[src/rtl/usb_line_pkg.sv]
// Shared USB full-speed line-level types and constants for the receive path
// and the transceiver monitor.
package usb_line_pkg;

    localparam int unsigned BIT_CYCLES = 3;
    localparam int unsigned STUFF_LEN  = 6;

    // Encoded as {dp, dn}
    typedef enum logic [1:0] {
        LS_SE0 = 2'b00,
        LS_K   = 2'b01,
        LS_J   = 2'b10,
        LS_SE1 = 2'b11
    } line_t;

    typedef enum logic [2:0] {
        ST_IDLE,
        ST_SYNC,
        ST_DATA,
        ST_EOP,
        ST_WAIT_IDLE
    } dec_state_t;

    typedef enum logic [1:0] {
        ERR_NONE  = 2'd0,
        ERR_SYNC  = 2'd1,
        ERR_STUFF = 2'd2,
        ERR_LINE  = 2'd3
    } err_code_t;

    function automatic line_t classify(input logic dp, input logic dn);
        return line_t'({dp, dn});
    endfunction

endpackage

[src/rtl/usb_line_sync.sv]
// Two-flop synchronizer for the raw dp/dn pair, line-state classification and
// edge flag; line_state lags the edge flag by one cycle so phase sampling sees a settled bit.
module usb_line_sync
    import usb_line_pkg::*;
(
    input  logic  clk,
    input  logic  rst_n,
    input  logic  dp,
    input  logic  dn,
    output line_t line_state,
    output logic  edge_c
);

    logic [1:0] meta;
    line_t      line_q;

    always_ff @(posedge clk or negedge rst_n) begin
        if (!rst_n) begin
            meta       <= 2'b10;
            line_q     <= LS_J;
            line_state <= LS_J;
        end else begin
            meta       <= {dp, dn};
            line_q     <= classify(meta[1], meta[0]);
            line_state <= line_q;
        end
    end

    assign edge_c = (line_q != line_state);

endmodule

[src/rtl/jk_decoder.sv]
// USB full-speed receive line decoder: bit-timing recovery, NRZI decode,
// SYNC detection, bit-unstuffing and EOP detection.
module jk_decoder
    import usb_line_pkg::*;
#(
    parameter int unsigned SYNC_MIN  = 7,
    parameter int unsigned IDLE_BITS = 8
) (
    input  logic       clk36,
    input  logic       reset_n,
    input  logic       dp,
    input  logic       dn,
    output logic       bit_out,
    output logic       bit_valid,
    output logic       rx_active,
    output logic       done,
    output logic       err,
    output logic [1:0] err_code
);

    localparam int unsigned          JCNT_W     = $clog2(IDLE_BITS + 1);
    localparam logic [2:0]           SYNC_MIN_L = 3'(SYNC_MIN);
    localparam logic [2:0]           STUFF_L    = 3'(STUFF_LEN);
    localparam logic [1:0]           PHASE_LAST = 2'(BIT_CYCLES - 1);
    localparam logic [JCNT_W-1:0]    IDLE_LAST  = JCNT_W'(IDLE_BITS - 1);

    line_t             line_smp;
    logic              edge_c;
    logic [1:0]        phase;
    logic              strobe_c;
    logic              nrzi_c;
    logic              fail_c;
    err_code_t         fail_code_c;
    dec_state_t        state;
    line_t             prev_jk;
    logic [2:0]        zeros;
    logic [2:0]        ones;
    logic [1:0]        se0cnt;
    logic [JCNT_W-1:0] jcnt;
    logic              se0_seen;

    usb_line_sync u_sync (
        .clk        (clk36),
        .rst_n      (reset_n),
        .dp         (dp),
        .dn         (dn),
        .line_state (line_smp),
        .edge_c     (edge_c)
    );

    // Bit-phase recovery: resync on every line transition
    always_ff @(posedge clk36 or negedge reset_n) begin
        if (!reset_n)                phase <= 2'd0;
        else if (edge_c)             phase <= 2'd0;
        else if (phase == PHASE_LAST) phase <= 2'd0;
        else                         phase <= phase + 2'd1;
    end

    assign strobe_c = (phase == 2'd1);
    assign nrzi_c   = (line_smp == prev_jk);

    // Error classification for the current sample
    always_comb begin
        fail_c      = 1'b0;
        fail_code_c = ERR_NONE;
        case (state)
            ST_SYNC: begin
                if (line_smp == LS_SE0 || line_smp == LS_SE1 || (nrzi_c && zeros < SYNC_MIN_L)) begin
                    fail_c      = 1'b1;
                    fail_code_c = ERR_SYNC;
                end
            end
            ST_DATA: begin
                if (line_smp == LS_SE1) begin
                    fail_c      = 1'b1;
                    fail_code_c = ERR_LINE;
                end else if (line_smp != LS_SE0 && ones == STUFF_L && nrzi_c) begin
                    fail_c      = 1'b1;
                    fail_code_c = ERR_STUFF;
                end
            end
            ST_EOP: begin
                if (line_smp == LS_K || line_smp == LS_SE1 || (line_smp == LS_SE0 && se0cnt == 2'd2)) begin
                    fail_c      = 1'b1;
                    fail_code_c = ERR_LINE;
                end
            end
            default: ;
        endcase
    end

    always_ff @(posedge clk36 or negedge reset_n) begin
        if (!reset_n) begin
            state     <= ST_IDLE;
            prev_jk   <= LS_J;
            zeros     <= 3'd0;
            ones      <= 3'd0;
            se0cnt    <= 2'd0;
            jcnt      <= '0;
            se0_seen  <= 1'b0;
            bit_out   <= 1'b0;
            bit_valid <= 1'b0;
            rx_active <= 1'b0;
            done      <= 1'b0;
            err       <= 1'b0;
            err_code  <= ERR_NONE;
        end else begin
            bit_valid <= 1'b0;
            done      <= 1'b0;
            err       <= 1'b0;
            if (strobe_c) begin
                if (fail_c) begin
                    err       <= 1'b1;
                    err_code  <= fail_code_c;
                    rx_active <= 1'b0;
                    state     <= ST_WAIT_IDLE;
                    jcnt      <= '0;
                    se0_seen  <= 1'b0;
                end else begin
                    case (state)
                        ST_IDLE: begin
                            if (line_smp == LS_K) begin
                                prev_jk  <= LS_K;
                                zeros    <= 3'd1;
                                err_code <= ERR_NONE;
                                state    <= ST_SYNC;
                            end else begin
                                prev_jk  <= LS_J;
                            end
                        end
                        ST_SYNC: begin
                            prev_jk <= line_smp;
                            if (!nrzi_c) begin
                                if (zeros != 3'd7) zeros <= zeros + 3'd1;
                            end else begin
                                state     <= ST_DATA;
                                rx_active <= 1'b1;
                                ones      <= 3'd1;
                            end
                        end
                        ST_DATA: begin
                            if (line_smp == LS_SE0) begin
                                state  <= ST_EOP;
                                se0cnt <= 2'd1;
                            end else begin
                                prev_jk <= line_smp;
                                if (ones == STUFF_L) begin
                                    ones <= 3'd0;
                                end else begin
                                    bit_valid <= 1'b1;
                                    bit_out   <= nrzi_c;
                                    ones      <= nrzi_c ? ones + 3'd1 : 3'd0;
                                end
                            end
                        end
                        ST_EOP: begin
                            if (line_smp == LS_SE0) begin
                                se0cnt <= se0cnt + 2'd1;
                            end else begin
                                done      <= 1'b1;
                                rx_active <= 1'b0;
                                prev_jk   <= LS_J;
                                state     <= ST_IDLE;
                            end
                        end
                        ST_WAIT_IDLE: begin
                            case (line_smp)
                                LS_J: begin
                                    if (se0_seen || jcnt == IDLE_LAST) begin
                                        prev_jk <= LS_J;
                                        state   <= ST_IDLE;
                                    end else begin
                                        jcnt <= jcnt + JCNT_W'(1);
                                    end
                                end
                                LS_SE0: begin
                                    se0_seen <= 1'b1;
                                    jcnt     <= '0;
                                end
                                default: begin
                                    se0_seen <= 1'b0;
                                    jcnt     <= '0;
                                end
                            endcase
                        end
                        default: state <= ST_IDLE;
                    endcase
                end
            end
        end
    end

endmodule

[config.mk]
export PLATFORM = sky130hd
export DESIGN_NAME = jk_decoder
export DESIGN_NICKNAME = d
export VERILOG_FILES = /design/src/rtl/usb_line_pkg.sv /design/src/rtl/usb_line_sync.sv /design/src/rtl/jk_decoder.sv
export SDC_FILE = /design/constraint.sdc
export NUM_CORES = 1
export LEC_CHECK = 0
export CAP_MARGIN = 20
export CORE_ASPECT_RATIO = 2
export CORE_UTILIZATION = 58
export CTS_BUF_LIST = sky130_fd_sc_hd__clkbuf_16
export CTS_CLUSTER_SIZE = 16
export DETAILED_ROUTE_END_ITERATION = 12
export MAX_ROUTING_LAYER = met4
export PLACE_DENSITY = 0.76
export SLEW_MARGIN = 0
export SYNTH_ARGS = -nofsm -noshare
export SYNTH_HDL_FRONTEND = slang
export SYNTH_SLANG_ARGS = --single-unit
[constraint.sdc]
create_clock -name clk36 -period 2.83 [get_ports clk36]
set_input_delay 0.566 -clock clk36 [delete_from_list [all_inputs] [get_ports clk36]]
set_output_delay 0.566 -clock clk36 [all_outputs]
set_load 0.01 [all_outputs]
After elaboration in Yosys (flattened, before gate mapping) --
Cells that the tools add are included.
Operators by class: reduce and logical (&&, ||, !) cells 30, $add $sub $neg 5, order comparisons 1, muxes and demuxes 62, equality and inequality tests 33, bitwise operators 3
Operators with widths (number):
- 2-to-1 mux 3 bit | 13
- 2-to-1 mux 2 bit | 15
- != test 3 bit (second input constant) | 8
- != test 2 bit (second input constant) | 11
- 2-to-1 mux 1 bit | 21
- 2-to-1 mux 4 bit | 4
- case mux 3 bit (5 select lines) | 1
- AND reduction 5 bit | 3
- AND reduction 7 bit | 2
- nonzero test 2 bit | 7
- case mux 3 bit (2 select lines) | 2
- case mux 2 bit (5 select lines) | 1
- AND reduction 3 bit | 3
- == test 2 bit (second input constant) | 4
- adder 3 x 1 -> 3 bit (second input constant) | 2
- == test 3 x 2 -> 1 bit (second input constant) | 2
- == test 3 bit (second input constant) | 2
- case mux 2 bit (3 select lines) | 1
- AND reduction 6 bit | 1
- logical OR 1 bit | 5
- nonzero test 5 bit | 1
- adder 2 x 1 -> 2 bit (second input constant) | 2
- adder 4 x 1 -> 4 bit (second input constant) | 1
- == test 2 x 1 -> 1 bit (second input constant) | 2
- 14 further kinds | 20
Word-level totals: bits of input ports 4, output and inout bits 7, bits in registers 33, word-level logic and storage cells 151

Logic depth before layout (Yosys ltp) --
Gate-level depths: netlist of the first run.
depth in word-level cells 8, depth in mapped cells 9, depth with buffers taken out 7

By module --
Synthesis of the first run repeated with hierarchy kept, for this count alone.
Unflattened totals: cells, all modules 183, area total of the unflattened synthesis 1835.5 µm²
Modules (own cells, without submodules):
- jk_decoder | cells each 174, seq. area each 676.9 µm², area an instance 1660.3 µm², instances 1
- usb_line_sync | cells each 9, seq. area each 153.9 µm², area an instance 175.2 µm², instances 1

Worst setup path before layout of the first run --
OpenSTA, ideal clock, no wires.
path type register to register, start reg u_sync.line_state[1], end reg bit_out, clock period less this slack 2.174 ns, arrival 2.047 ns, slack 0.656 ns, cell stages (with the launch flop) 9, buffers on the path 1, library setup time 0.127 ns, data required time 2.703 ns, cell sequence dfstp_2 > inv_1 > ha_1 > buf_2 > and4b_1 > nand4_2 > and2_4 > and3_1 > mux2_1
Between the ends: cells in the longest elaborated chain, start to end 8, elaborated cells on any way between the ends 21, those cells by class eq/ne: 3; mux: 5; bitwise: 2; reduce/logical: 11
RTL lines:
- from (decl) | line usb_line_sync.sv:10 | output line_t line_state,
- from (signal assigned) | line usb_line_sync.sv:25 | line_state <= line_q;
- nonzero test 2 bit | line jk_decoder.sv:77 | end else if (line_smp != LS_SE0 && ones == STUFF_L && nrzi_c) begin
- logical AND 1 bit (2 in series) | line jk_decoder.sv:77
- 2-to-1 mux 1 bit | line jk_decoder.sv:77
- 2-to-1 mux 1 bit | line jk_decoder.sv:74 | if (line_smp == LS_SE1) begin
- case mux 1 bit (3 select lines) | line jk_decoder.sv:66 | case (state)
- inverter 1 bit (no line)
- AND reduction 5 bit (no line)
- to (signal assigned) | line jk_decoder.sv:151 | bit_out <= nrzi_c;
- to (decl) | line jk_decoder.sv:13 | output logic bit_out,
Parallel ways exist; a longest one is shown, timed or not. A chain may end at the register's enable or synchronous reset.

Worst setup path after layout of the first run --
Ends and elaborated chain as after synthesis.

==> reports/metrics.yaml, run 1 <==
run_status:
  status: "finished clean"
worst_setup_path:
  cp-start-kind: "register"
  crit_path_end_kind: "register"
  critical_path_class: "reg2reg"
  worstPathRequired_ns: 2.99
  critical-path-slowest-cell: "dfstp_2"
  cp_top_family: "compound AO/OA/AOI/OAI gates"
  arrival_ns: 2.69
  path_cells: "inv_1, ha_1, a211oi_1, nor3_1, a21oi_2, and3_1, mux2_1"
  worst-path-buf-inv: 1
  worst-path-max-fanout: 13
  critPathMaxStageDelay_ns: 0.58
clock_tree:
  cts_tree: "done"
  postCtsHoldBufs: 0
  cts_root_buf: "clkbuf_16"
  cts-buffers-inserted: 5
  numClockSinks: 33
  cts_setup_buffers: 0
  clkLatencyLatePin_ns: 0.28
  cts_max_level: 2
  clockBufferDepth: 2
  clk_pin_slew_ns: 0.05
  cts_resized: 0
sta:
  hold_violations: 0
  slew_headroom: 0.609
  setup_tns_ns: 0
  fin_crit_sh: 0.894
  period_minus_slack_ns: 2.53
  max_clock_freq_mhz: 395
  fin_worst_skew_ns: 0.00332
  rsz0062_at_grt: "false"
  finalSetupViolations: 0
  finalMaxSlewViolations: 0
  worstMarginPinSlew_ns: 0.587
synth:
  ys_types: 51
  synth_largest_area_cell: "dfrtp_1"
  synth_top_area_share: 0.399
  synth-edff-count: 0
  yosysWarnings: 0
  async_reset_ff_frac: 1.00
  synth_most_common_cell: "dfrtp_1"
  synth_area_um2: 1820
  synth-seq-area-share: 0.457
  synthFlopType: "dfrtp_1"
  synth_commonest_cells: "dfrtp_1, nand2_1, ha_1, inv_1, nor2_1"
  synth-seq-cells: 33
  synth.avg_cell_area_um2: 10.2
  synthTopCellsByArea: "dfrtp_1, ha_1, dfstp_2"
  syn_nets: 192
  synthCells: 178
floorplan:
  die_area_um2: 3370
  ios: 11
  core.rowCount: 28
  die_h_um: 81.2
  coreArea_um2: 2980
  die_x_um: 41.6
  start_util: 0.610
cells_and_area:
  antennaDiodeCount: 0
  drive_gt1_frac: 0.116
  fin_nets: 202
  fin_area_um2: 2090
  syn_to_final_growth_pct: 15.1
grt:
  overflow: 0
  grt_start_max_net_pins: 34
  antenna_found_initial: 0
  grt_pass1_vias: 1388
  grt_pass1_wl_mm: 6.26
  track_usage: 0.254
power:
  p_per_area_nw_per_um2: 920
  peakVddDrop_uv: 678
  p_leak_nw: 0.935
routing:
  route.antenna.remaining_nets: 0
  via_per_inst: 6.35
  vias: 1390
  drtPass1Iterations: 4
  drt_wl_total_mm: 3.68
  post_drt_wl_per_cell_um: 16.8
  drc: 0
  first_iter_violations: 50
worst_hold_path:
  hold_path.class: "reg2reg"
place:
  port_buffers: 10
  gp_congestion: 0.911
  dpl_cell_area_um2: 1920
  hpwl_mm: 2.61
run:
  drv_cap: 0
## stage by stage
stage | worst slack (ns) | hold slack, ns | power, mW | instances | util
6_report | 0.301 | 0.344 | 1.92 | 219 | 0.702
5_1_grt | 0.197 | 0.358 | 2.04 | 219 | 0.702
4_1_cts | 0.325 | 0.347 | 1.93 | 219 | 0.702
3_5_place_dp | 0.337 | 0.336 | 1.31 | 211 | 0.646
3_3_place_gp | 0.422 | 0.332 | 1.29 | 211 | 0.646
2_1_floorplan | 0.656 | 0.270 | 1.14 | 178 | -
## logic make-up after synthesis
group           share of synthesized area
xor+xnor                           0.0289
simple gates                        0.202
buf+inv                            0.0413
mux                                0.0482
flops                               0.457
fa+ha+maj                          0.0689
compound gates                      0.154
## worst register-to-register path: cells and delay by family (launching register included)
kind,cells,cell delay [ns]
AOI/OAI and AO/OA,2,0.73
adders and majority gates,1,0.31
buffers and inverters,1,0.09
DFF,1,0.58
muxes,1,0.32
and+or+nand+nor,2,0.40
## registers in the layout, indices dropped and copies added (netlist names), 2 cells and up
register,flops
u_sync.meta,2
zeros,3
prev_jk,2
err_code,2
u_sync.line_q,2
u_sync.line_state,2
jcnt,4
state,3
se0cnt,2
ones,3
phase,2
## worst paths after layout
| path | end | from | slack (ns) | cells past startpoint |
|---|---|---|---|---|
| max | bit_out$_DFFE_PN0P_ | u_sync.line_state[1]$_DFF_PN1_ | 0.30 | 7 |
| min | u_sync.line_q[0]$_DFF_PN0_ | u_sync.meta[0]$_DFF_PN0_ | 0.34 | 0 |
| max reg2reg | bit_out$_DFFE_PN0P_ | u_sync.line_state[1]$_DFF_PN1_ | 0.30 | 7 |
| min reg2reg | u_sync.line_q[0]$_DFF_PN0_ | u_sync.meta[0]$_DFF_PN0_ | 0.34 | 0 |
| max in group asynchronous | prev_jk[1]$_DFFE_PN1P_ | reset_n | 1.82 | 2 |
| min in group asynchronous | phase[1]$_DFF_PN0_ | reset_n | 0.69 | 2 |
## report_power, final
part           leakage [nW]  internal (mW)  switching [mW]
sequential            0.416          0.583           0.136
combinational         0.441          0.262           0.343
clock                0.0775          0.411           0.189
## cells in the final DEF, fill, tap and decap left out, types with 5 or more instances in the layout
cell             count
inv_1               10
nor2_1              10
ha_1                10
clkdlybuf4s50_1     10
clkbuf_16            5
o21ai_0              6
dfrtp_1             29
a21oi_1              5
nand3_1              5
nand2_1             17
## cell type report
type                            instances  area [um2]
Multi-Input combinational cell        127         911
Fill cell                             232         887
Sequential cell                        33         831
Clock buffer                            5         125
Timing Repair Buffer                   11         108
Clock inverter                          3        41.3
Inverter                               10        37.5
Tap cell                               30        37.5
## metal layers
| metal | routed length [um] | track usage | part of all wire |
|---|---|---|---|
| met1 | 1410 | 0.262 | 0.38 |
| met2 | 1960 | 0.434 | 0.53 |
| met3 | 149 | 0.0533 | 0.041 |
| met4 | 157 | 0.158 | 0.043 |
| met5 | 0 | - | 0 |
Power figures use the tool's default switching activity.
==> run 2, diff against run 1 <==
Settings changed: ABC_AREA set to 1, CORE_UTILIZATION 58 to 53, PLACE_DENSITY 0.76 to 0.73.
Clock period 2.83 ns to 2.1 ns, I/O delays scaled along.
==> run 2 against run 1 <==
Against the previous run: final area grew 7.4%; clock power rose by 14%; fmax grew 30%; first-iteration DRC count grew 14%; critical path depth increased by 5; non-clock buffer count grew 4; global-route usage down 0.94 points; critical path type unchanged.
==> reports/metrics.yaml, run 2 <==
run_status:
  status: "finished clean"  # unchanged
run:
  drv_cap: 0  # unchanged
sta:
  period_minus_slack_ns: 1.94  # was 2.53 ns
  fin_worst_skew_ns: 0.00391  # was 0.00332 ns
  fin_crit_sh: 0.925  # was 0.894
  hold_violations: 0  # unchanged
  setup_tns_ns: 0  # unchanged
  slew_headroom: 0.734  # was 0.609
  finalMaxSlewViolations: 0  # unchanged
  finalSetupViolations: 0  # unchanged
  max_clock_freq_mhz: 515  # was 395 MHz
  worstMarginPinSlew_ns: 0.399  # was 0.587 ns
synth:
  synth_largest_area_cell: "dfrtp_1"  # unchanged
  synth_commonest_cells: "nand2_1, dfrtp_1, inv_1"  # was dfrtp_1, nand2_1, ha_1, inv_1, nor2_1
  synth_most_common_cell: "nand2_1"  # was dfrtp_1
  synth-seq-cells: 33  # unchanged
  synthTopCellsByArea: "dfrtp_1, nand2_1, ha_1"  # was dfrtp_1, ha_1, dfstp_2
  synth.avg_cell_area_um2: 8.54  # was 10.2 um2
  synth_top_area_share: 0.378  # was 0.399
  synthCells: 225  # was 178
  ys_types: 32  # was 51
  syn_nets: 239  # was 192
  async_reset_ff_frac: 1.00  # unchanged
  synth-seq-area-share: 0.433  # was 0.457
  synth-edff-count: 0  # unchanged
  yosysWarnings: 0  # unchanged
  synth_area_um2: 1920  # was 1820 um2
  synthFlopType: "dfrtp_1"  # unchanged
worst_setup_path:
  worstPathRequired_ns: 2.26  # was 2.99 ns
  worst-path-max-fanout: 12  # was 13
  rr_startpoint: "u_sync.line_state[1]$_DFF_PN1_"  # unchanged
  critical_path_class: "reg2reg"  # unchanged
  critical-path-slowest-cell: "dfstp_2"  # unchanged
  critPathLaunch: "u_sync.line_state[1]$_DFF_PN1_"  # unchanged
  critPathMaxStageDelay_ns: 0.56  # was 0.58 ns
  cp_top_family: "simple AND/OR/NAND/NOR gates"  # was compound AO/OA/AOI/OAI gates
  cp-start-kind: "register"  # unchanged
  path_common_cell: "nand2_1"
  worst-path-buf-inv: 2  # was 1
  arrival_ns: 2.10  # was 2.69 ns
  path_cells: "inv_2, ha_1, nor2_1, nand2_1, nand2_2, nand2_4, nor2_8, nand2_8, clkinv_8, o211ai_1, nand2_1, o21ai_1"  # was inv_1, ha_1, a211oi_1, nor3_1, a21oi_2, and3_1, mux2_1
  crit_path_end_kind: "register"  # unchanged
worst_hold_path:
  min_from: "u_sync.meta[1]$_DFF_PN1_"  # was u_sync.meta[0]$_DFF_PN0_
  hold_path.class: "reg2reg"  # unchanged
cells_and_area:
  drive_gt1_frac: 0.178  # was 0.116
  final_core_util: 0.658  # was 0.702
  fin_nets: 260  # was 202
  antennaDiodeCount: 0  # unchanged
  largest_register_ffs: 4  # unchanged
  largest_register: "jcnt"  # unchanged
  syn_to_final_growth_pct: 16.9  # was 15.1%
  layout_common_cells: "nand2_1, dfrtp_1, inv_1, nor2_1, o21ai_1"  # was dfrtp_1, nand2_1
  final_common_cell: "nand2_1"  # was dfrtp_1
place:
  port_buffers: 10  # unchanged
  hpwl_mm: 2.93  # was 2.61 mm
  gp_congestion: 0.923  # was 0.911
clock_tree:
  clk_pin_slew_ns: 0.05  # about the same
  clockBufferDepth: 2  # unchanged
  cts_max_level: 2  # unchanged
  cts_root_buf: "clkbuf_16"  # unchanged
  numClockSinks: 33  # unchanged
  clkLatencyLatePin_ns: 0.28  # about the same
  cts_tree: "done"  # unchanged
  cts-buffers-inserted: 5  # unchanged
  postCtsHoldBufs: 0  # unchanged
floorplan:
  start_util: 0.562  # was 0.610
  die_x_um: 44.6  # was 41.6 um
  core.rowCount: 30  # was 28
  die_area_um2: 3880  # was 3370 um2
  coreArea_um2: 3420  # was 2980 um2
  ios: 11  # unchanged
  die_h_um: 87.1  # was 81.2 um
grt:
  overflow: 0  # unchanged
  grt_start_max_net_pins: 34  # unchanged
  antenna_found_initial: 0  # unchanged
  track_usage: 0.245  # was 0.254
  grt_pass1_vias: 1479  # was 1388
  grt_pass1_wl_mm: 6.65  # was 6.26 mm
routing:
  post_drt_wl_per_cell_um: 13.6  # was 16.8 um
  vias: 1497  # was 1390
  drc: 0  # unchanged
  route.antenna.remaining_nets: 0  # unchanged
  via_per_inst: 5.07  # was 6.35
  drtPass1Iterations: 4  # unchanged
  first_iter_violations: 57  # was 50
  drt_wl_total_mm: 4.02  # was 3.68 mm
power:
  p_per_area_nw_per_um2: 1160  # was 920 nW/um2
  p_leak_nw: 1.07  # was 0.935 nW
  peakVddDrop_uv: 918  # was 678 uV
-- run 2: path summary, 6_finish.rpt --
kind	end	depth (start not counted)	slack (ns)
setup / recovery	prev_jk[0]$_DFFE_PN0P_	12	0.16
hold / removal	u_sync.line_q[1]$_DFF_PN1_	0	0.35
setup reg to reg	prev_jk[0]$_DFFE_PN0P_	12	0.16
hold reg to reg	u_sync.line_q[1]$_DFF_PN1_	0	0.35
max in group asynchronous	u_sync.meta[1]$_DFF_PN1_	2	1.24
min in group asynchronous	prev_jk[0]$_DFFE_PN0P_	2	0.54
-- run 2: metal layers --
layer  global-route usage  vias to the layer above  wire [um]
li1                     -                      767          -
met1                0.256                      690       1580
met2                0.425                       30       2200
met3               0.0477                       10        122
met4                0.113                        0        114
met5                    -                        -          0
-- run 2: power breakdown --
part / leakage, nW / switching (mW) / internal (mW)
clock network: 0.0687 / 0.256 / 0.428
registers: 0.425 / 0.119 / 0.783
logic: 0.576 / 0.669 / 0.347
-- run 2: final cells by class --
type / count / area [um2]
clock buffer: 5 / 125
clock inverter: 3 / 12.5
fill: 299 / 1170
inverter: 29 / 121
multi-input combinational: 162 / 958
sequential: 33 / 831
tap: 48 / 60.1
timing repair buffer: 15 / 138
-- run 2: what timing repair did --
item | CTS | global route
resized for setup | 0 | 3
endpoints found under the setup margin | 0 | 9
setup buffers | 0 | 1
-- run 2: through the flow --
step	std cells	instance area, um2	total power, mW	setup slack, ns	hold WS [ns]
6_report	295	2250	2.60	0.156	0.354
2_1_floorplan	225	1920	1.66	0.190	0.124
3_3_place_gp	286	2090	1.88	0.120	0.340
4_1_cts	294	2230	2.59	0.0461	0.357
5_1_grt	295	2250	2.76	-0.0147	0.357
3_5_place_dp	286	2090	1.90	0.0647	0.348
-- run 2: cells by family after synthesis --
logic type / Yosys count / share of synthesized area
AOI/OAI and AO/OA: 29 / 0.0840
adders and majority gates: 10 / 0.0651
and+or+nand+nor: 119 / 0.332
xor gates and xnor gates: 4 / 0.0182
buffers and inverters: 30 / 0.0684
DFF: 33 / 0.433
==> run 3, diff against run 2 <==
Settings changed: TNS_END_PERCENT set to 50.
==> results of run 3 <==
The final DEF is identical to that of run 2; final timing and power are the same.
